**src/rtl/seq_multiplier_n.sv**
```systemverilog
// Signed/unsigned add-shift multiplier: B (loaded) times S (captured at start) into {A,B}, 2*WIDTH bits.
// Latency: start edge, then WIDTH iteration edges, then one settle edge into DONE (Done after edge WIDTH+1).
// No backpressure: Run/Done handshake; Run must drop in DONE before another start is accepted.
module seq_multiplier_n #(
    parameter int WIDTH = 8
) (
    input  logic             Clk,
    input  logic             Reset,
    input  logic             Run,
    input  logic             ClearA_LoadB,
    input  logic             SignedMode,
    input  logic [WIDTH-1:0] S,
    output logic [WIDTH-1:0] Aval,
    output logic [WIDTH-1:0] Bval,
    output logic             X,
    output logic             Busy,
    output logic             Done
);

    localparam int CW = (WIDTH > 1) ? $clog2(WIDTH) : 1;

    typedef enum logic [1:0] {
        ST_IDLE    = 2'd0,
        ST_COMPUTE = 2'd1,
        ST_DONE    = 2'd2
    } state_t;

    state_t           r_state;
    state_t           w_next;

    logic [WIDTH-1:0] r_a;
    logic [WIDTH-1:0] r_b;
    logic [WIDTH-1:0] r_m;
    logic             r_x;
    logic             r_mode;
    // Set by the last iteration; the following COMPUTE cycle only settles before DONE.
    logic             r_fin;
    logic [CW-1:0]    r_cnt;

    logic             w_start;
    logic             w_load;
    logic             w_last;
    logic [WIDTH:0]   w_aext;
    logic [WIDTH:0]   w_mext;
    logic [WIDTH:0]   w_addend;
    logic [WIDTH:0]   w_sum;

    assign w_load  = (r_state == ST_IDLE) && ClearA_LoadB;
    // Load wins over Run when both are high in IDLE.
    assign w_start = (r_state == ST_IDLE) && Run && !ClearA_LoadB;
    assign w_last  = (r_cnt == CW'(WIDTH - 1));

    // One iteration of the adder at WIDTH+1 bits; signed mode subtracts on the sign-bit iteration.
    always_comb begin
        w_aext   = r_mode ? {r_a[WIDTH-1], r_a} : {1'b0, r_a};
        w_mext   = r_mode ? {r_m[WIDTH-1], r_m} : {1'b0, r_m};
        w_addend = r_b[0] ? w_mext : '0;
        if (r_mode && w_last) begin
            w_sum = w_aext - w_addend;
        end else begin
            w_sum = w_aext + w_addend;
        end
    end

    // Next-state logic for the IDLE/COMPUTE/DONE controller.
    always_comb begin
        w_next = r_state;
        case (r_state)
            ST_IDLE: begin
                if (w_start) begin
                    w_next = ST_COMPUTE;
                end
            end
            ST_COMPUTE: begin
                if (r_fin) begin
                    w_next = ST_DONE;
                end
            end
            ST_DONE: begin
                if (!Run) begin
                    w_next = ST_IDLE;
                end
            end
            default: w_next = ST_IDLE;
        endcase
    end

    // Controller state register.
    always_ff @(posedge Clk or posedge Reset) begin
        if (Reset) begin
            r_state <= ST_IDLE;
        end else begin
            r_state <= w_next;
        end
    end

    // Datapath: load, start capture, and one shift-add step per COMPUTE cycle until r_fin.
    always_ff @(posedge Clk or posedge Reset) begin
        if (Reset) begin
            r_a    <= '0;
            r_b    <= '0;
            r_m    <= '0;
            r_x    <= 1'b0;
            r_mode <= 1'b0;
            r_fin  <= 1'b0;
            r_cnt  <= '0;
        end else if (w_load) begin
            r_a <= '0;
            r_x <= 1'b0;
            r_b <= S;
        end else if (w_start) begin
            // B is kept so the previous low half can be chained as the new multiplier.
            r_a    <= '0;
            r_x    <= 1'b0;
            r_m    <= S;
            r_mode <= SignedMode;
            r_cnt  <= '0;
            r_fin  <= 1'b0;
        end else if ((r_state == ST_COMPUTE) && !r_fin) begin
            r_x   <= r_mode ? w_sum[WIDTH] : 1'b0;
            r_a   <= w_sum[WIDTH:1];
            r_b   <= {w_sum[0], r_b[WIDTH-1:1]};
            r_cnt <= r_cnt + CW'(1);
            r_fin <= w_last;
        end
    end

    assign Aval = r_a;
    assign Bval = r_b;
    assign X    = r_x;
    assign Busy = (r_state == ST_COMPUTE) && !r_fin;
    assign Done = (r_state == ST_DONE);

endmodule

```
**config.mk**
```make
export PLATFORM = sky130hd
export DESIGN_NAME = seq_multiplier_n
export DESIGN_NICKNAME = d
export VERILOG_FILES = /design/src/rtl/seq_multiplier_n.sv
export SDC_FILE = /design/constraint.sdc
export NUM_CORES = 1
export LEC_CHECK = 0
export CORE_MARGIN = 2
export CORE_UTILIZATION = 47
export CTS_CLUSTER_DIAMETER = 120
export CTS_CLUSTER_SIZE = 20
export DETAILED_ROUTE_END_ITERATION = 12
export MAX_ROUTING_LAYER = met4
export PLACE_DENSITY_LB_ADDON = 0.25
export REMOVE_ABC_BUFFERS = 1
export SLEW_MARGIN = 20
export SYNTH_ARGS = -nofsm -noshare
export SYNTH_HDL_FRONTEND = slang
export SYNTH_SLANG_ARGS = --single-unit
export TNS_END_PERCENT = 5
```
**constraint.sdc**
```tcl
create_clock -name Clk -period 3 [get_ports Clk]
set_clock_uncertainty 0.2 [all_clocks]
set_input_delay 0.6 -clock Clk [delete_from_list [all_inputs] [get_ports Clk]]
set_output_delay 0.6 -clock Clk [all_outputs]
set_load 0.02 [all_outputs]
```
==> run metrics, run 1 <==
outcome complete, no violations; die area approximately 4500 um^2; Final GP Congestion around 0.9; Antenna Nets Post-Route 0; crit end category flip-flop; CTS max path bufs 2; CTS tree built; Final Critical Period 2.83 ns; maxcap violations 0; Initial Utilization 50.2%; FF+latch count, synth 32; first-pass GRT wire length 6910 um; fin. max-slew vios 0; Worst Path Required between 2 and 3 ns; number of inserted diodes 0; CORE AREA 3740 um^2; H-tree depth 2; critical-path maximum fanout 9; DR vias 1609; Worst Setup Path Type reg -> reg; Min-Delay Path Class reg -> reg; Num Clock Sinks 32; cell with the most instances after synthesis nand2_1; global-route usage over all layers 21.2%; IO Pins 32; Post-synth ARST share 100%; R2R Setup Slk ~0.17 ns; Post-Place Cells 284; number of global-route vias before repair ~1500; Worst slew margin between 60% and 70%; period utilization 94.2%; largest net degree at the start of global routing 33; Most Frequent Cell on Critical Path ha_1; Die W 67.3 um; FMAX 354 MHz; Layout area overhead 31.9%; Slowest-stage cell, CP dfrtp_1; GRT overflow 0; antenna violations before repair 0; EDFF count, synth 0; actual slew at the worst max-slew pin 0.464 ns; post-synth top area cell dfrtp_1; TritonRoute pass-1 iters 4; Synth warnings 0; synth cell count leaders nand2_1, dfrtp_1, o21ai_1; Rows 22; Iter 0 DRT Violations 111; startpoint types flip-flop; Worst Path Buf+Inv 1; max incr delay on CP 0.41 ns; Core Util, Final 66.3%; Worst Path Arrival 2.81 ns; clock slew at reported path FFs about 0.070 ns; post-synthesis sequential area ratio about 43%; hpwl dp 2960 um; post-synth top area share ~43%; Post-Syn Instances 199; nets 270; final cell count without fillers approximately 290; share of post-route cells with drive strength above 1 13.8%; syn_area_per_cell around 9.5 um^2; Die Span Y 67.3 um; Worst path top cell family by delay compound AO/OA/AOI/OAI gates; crit-path cells ha_1 > ha_2 > nand2_4 > nand2_1 > o21ai_1 > inv_1 > ha_1 > nor2b_1 > o21ai_2 > a21boi_1 > o21a_1 > or3_1 > a32o_1; setup violators final 0; Synth area leaders dfrtp_1, ha_1, nand2_1; wire length per cell 14.1 um; Clock Latency Late Sink 0.29 ns; CTS root buf clkbuf_8; final wirelength 4150 um; mapped cell area between 1500 and 2000 um^2; final hold vios 0; vias per inst between 5 and 6; CTS buffer count 5; Synth Flop Type dfrtp_1; PortBufs 31; Netlist cell types 39; Residual DRC 0
placed cells by master, fill, tap and decap left out, drive strengths merged, types with 8 or more instances in the layout:
master / n
buf: 13
clkdlybuf4s50: 31
a21oi: 9
mux2i: 8
ha: 11
nand2: 34
o21ai: 21
dfrtp: 32
mux2: 9
inv: 14
area by class of cell:
| class | count | area, um^2 |
|---|---|---|
| tap | 48 | 60.1 |
| timing repair buffer | 44 | 408 |
| multi-input combinational | 148 | 1060 |
| clock inverter | 2 | 15.0 |
| fill | 313 | 1260 |
| clock buffer | 6 | 82.6 |
| sequential | 32 | 801 |
| inverter | 14 | 52.6 |
sequential cells by signal, indices dropped and copies added (netlist names):
name	flops
r_mode	1
r_cnt	3
r_fin	1
r_state	2
r_m	8
Bval	8
Aval	8
X	1
metal layers:
| layer | wire (um) | vias to the layer above | track usage (%) | part of all wire (%) |
|---|---|---|---|---|
| met4 | 99 | 0 | 6.89 | 2.4 |
| met2 | 2000 | 36 | 33.3 | 48 |
| met1 | 1890 | 766 | 26.6 | 46 |
| met5 | 0 | - | - | 0 |
| met3 | 162 | 9 | 5.67 | 3.9 |
| li1 | - | 798 | - | - |
what timing repair did:
action | in CTS | in global routing
hold endpoints to repair | 0 | 0
setup buffers | 0 | 2
hold buffers | 0 | 0
resized for setup | 1 | 10
endpoints found under the setup margin | 1 | 5
pin swaps | 0 | 2
final timing paths:
check	endpoint	depth (start not counted)	from
max	Aval[4]	13	r_cnt[0]
min	X	1	X
max reg2reg	Aval[4]	13	r_cnt[0]
min reg2reg	X	1	X
max in group asynchronous	X	3	Reset
min in group asynchronous	r_state[0]	3	Reset
per-stage QoR:
stage | setup WS (ns) | instance area, um^2 | hold WS, ns | setup TNS [ns]
floorplan | 0.0881 | 1860 | 0.254 | 0
global placement | 0.0867 | 2320 | 0.270 | 0
detailed placement | 0.00843 | 2320 | 0.288 | 0
CTS | 0.0582 | 2420 | 0.305 | 0
global route | -0.0188 | 2480 | 0.328 | -0.0188
finish | 0.173 | 2480 | 0.298 | 0
kinds of logic (layout without fill, tap and decap cells):
family	Yosys count	count (layout)	synth area share, %
simple gates	61	61	15.2
fa+ha+maj	12	12	8.38
xor+xnor	6	6	2.79
buf+inv	19	66	3.93
flops	32	32	42.6
compound gates	52	52	17.4
mux	17	17	9.65
Power of run 1 is left out: the tool's default activity adds up to more than one toggle a clock period on the data nets, which glitch-free logic cannot reach.
==> run 2: changes to the inputs <==
--- a/config.mk
+++ b/config.mk
@@ -5,8 +5,9 @@
 export SDC_FILE = /design/constraint.sdc
 export NUM_CORES = 1
 export LEC_CHECK = 0
+export ABC_CLOCK_PERIOD_IN_PS = 3000
 export CORE_MARGIN = 2
-export CORE_UTILIZATION = 47
+export CORE_UTILIZATION = 45
 export CTS_CLUSTER_DIAMETER = 120
 export CTS_CLUSTER_SIZE = 20
 export DETAILED_ROUTE_END_ITERATION = 12
==> run metrics, run 2 (synthesis results as in run 1) <==
Rows 23 (+4.5%); area occupied by registers 801 um^2 (unchanged); area of the multi-input gates 1070 um^2 (+0.35%); Final Critical Period 2.86 ns (+0.0315 ns); crit end category flip-flop; nets 267 (-1.1%); grt peak-use layer met2; WHS Endpoint r_cnt[0]; number of global-route vias before repair 1456 (-2.9%); Worst Path Required 2.97 ns (about the same); GRT overflow 0 (unchanged); Worst Hold Launch r_cnt[0]; most common cell after layout, fill and taps aside nand2_1; H-tree depth 2 (unchanged); CTS tree built; Initial Utilization 47.0% (-3.2 points); CTS root buf clkbuf_8; period utilization 95.3% (+1.0 points); actual slew at the worst max-slew pin 0.404 ns (-0.0599 ns); Layout fillers 333 (+6.4%); R2R Setup Slk 0.14 ns (-0.03 ns); die area 4710 um^2 (+4.2%); CTS buffer count 5 (unchanged); clock slew at reported path FFs 0.07 ns (about the same); Layout area overhead 32.6%; maxcap violations 0 (unchanged); IO Pins 32 (unchanged); fin. max-slew vios 0 (unchanged); CTS max path bufs 2 (unchanged); Final GP Congestion 0.953 (+5.5%); Core Util, Final 62.3% (-3.9 points); final wirelength 3990 um (-3.8%); DR vias 1582 (-1.7%); global-route usage over all layers 20.1% (-1.1 points); met1 usage 26.9% (+0.22 points); FMAX 350 MHz (-1.1%); critical-path maximum fanout 6 (-3); commonest non-fill, non-tap cells in the layout nand2_1, dfrtp_1, clkdlybuf4s50_1; Setup Buffers After CTS 0 (unchanged); Antenna Nets Post-Route 0 (unchanged); Clock Latency Late Sink 0.28 ns (about the same); Reg2Reg Capture Point X; Residual DRC 0 (unchanged); final hold vios 0 (unchanged); setup violators final 0 (unchanged); startpoint types flip-flop; CORE AREA 4000 um^2 (+6.9%); WHS Path Cells 1 (unchanged); largest net degree at the start of global routing 33 (unchanged); Area after DPL 2310 um^2 (-0.22%); TritonRoute pass-1 iters 5 (+1); Worst Setup Path Type reg -> reg; grt met2 use 29.9% (-3.4 points); outcome complete, no violations; reg-to-reg startpoint r_cnt[0]; Min-Delay Path Class reg -> reg; PortBufs 31 (unchanged); final instance area 2490 um^2 (+0.50%); Worst Path Arrival 2.83 ns (+0.02 ns); Num Clock Sinks 32 (unchanged); met3 Track Usage GR 4.87% (-0.80 points); antenna violations before repair 0 (unchanged); first-pass GRT wire length 6750 um (-2.3%); Die W 68.6 um (+2.1%); R2R cell count 13 (unchanged); vias per inst 5.40 (-1.3%); number of inserted diodes 0 (unchanged); share of post-route cells with drive strength above 1 11.5% (-2.3 points); hpwl dp 2920 um (-1.4%); Die Span Y 68.6 um (+2.1%); Iter 0 DRT Violations 71 (-36%); Worst slew margin 73.1% (+4.3 points); wire length per cell 13.6 um (-3.5%)
## run 2: cell types whose count changed in the layout (fill, tap and decap cells not counted), moves of 2 or more
cell	change
buf_4	-3
clkinvlp_4	-2
ha_1	+2
ha_2	-2
## run 2: per-layer routing
metal	vias to the layer above	wire length [um]
met5	-	0
met4	0	70
met3	10	165
met2	46	1810
met1	728	1940
li1	798	-
## run 2: cell type report
cell class / instances / share of cell area [%]
sequential: 32 / 32.1
clock inverter: 1 / 1.20
inverter: 14 / 2.11
timing repair buffer: 41 / 15.5
multi-input combinational: 148 / 42.7
tap: 50 / 2.51
clock buffer: 7 / 3.86
## run 2: worst max-delay path, cell delays in order (launching register included)
cell and delay, ns:
dfrtp_1 0.40, ha_1 0.23, ha_4 0.18, nand2_4 0.10
buf_4 0.16, o21ai_0 0.10, o21ai_1 0.14, a21oi_1 0.09
ha_1 0.32, inv_1 0.09, nor3_1 0.21, a21oi_1 0.11
xor2_1 0.16, a32o_1 0.26
## run 2: how the worst max path moves through the flow
| stage | from | to | slack (ns) | depth (start not counted) |
|---|---|---|---|---|
| floorplan | Bval[0] | Aval[4] | 0.09 | 12 |
| global placement | r_cnt[0] | Aval[4] | 0.05 | 13 |
| detailed placement | r_cnt[0] | Aval[4] | 0.002 | 13 |
| CTS | r_cnt[0] | Aval[4] | 0.04 | 13 |
| global route | Bval[0] | X | -0.02 | 13 |
| finish | r_cnt[0] | X | 0.14 | 13 |
## run 2: what timing repair did
item / 4_1_cts / 5_1_grt
hold endpoints to repair: 0 / 0
setup endpoints to repair: 1 / 4
pin swaps: 0 / 1
gates resized for setup: 1 / 10
hold buffers: 0 / 0
## run 2: through the flow
stage          setup slack, ns  setup TNS (ns)  hold slack, ns  cells
2_1_floorplan           0.0881               0           0.254    194
3_3_place_gp            0.0457               0           0.279    285
3_5_place_dp           0.00242               0           0.285    285
4_1_cts                 0.0377               0           0.294    293
5_1_grt                -0.0150         -0.0150           0.346    293
6_report                 0.142               0           0.297    293
Power of run 2 is left out for the same reason.
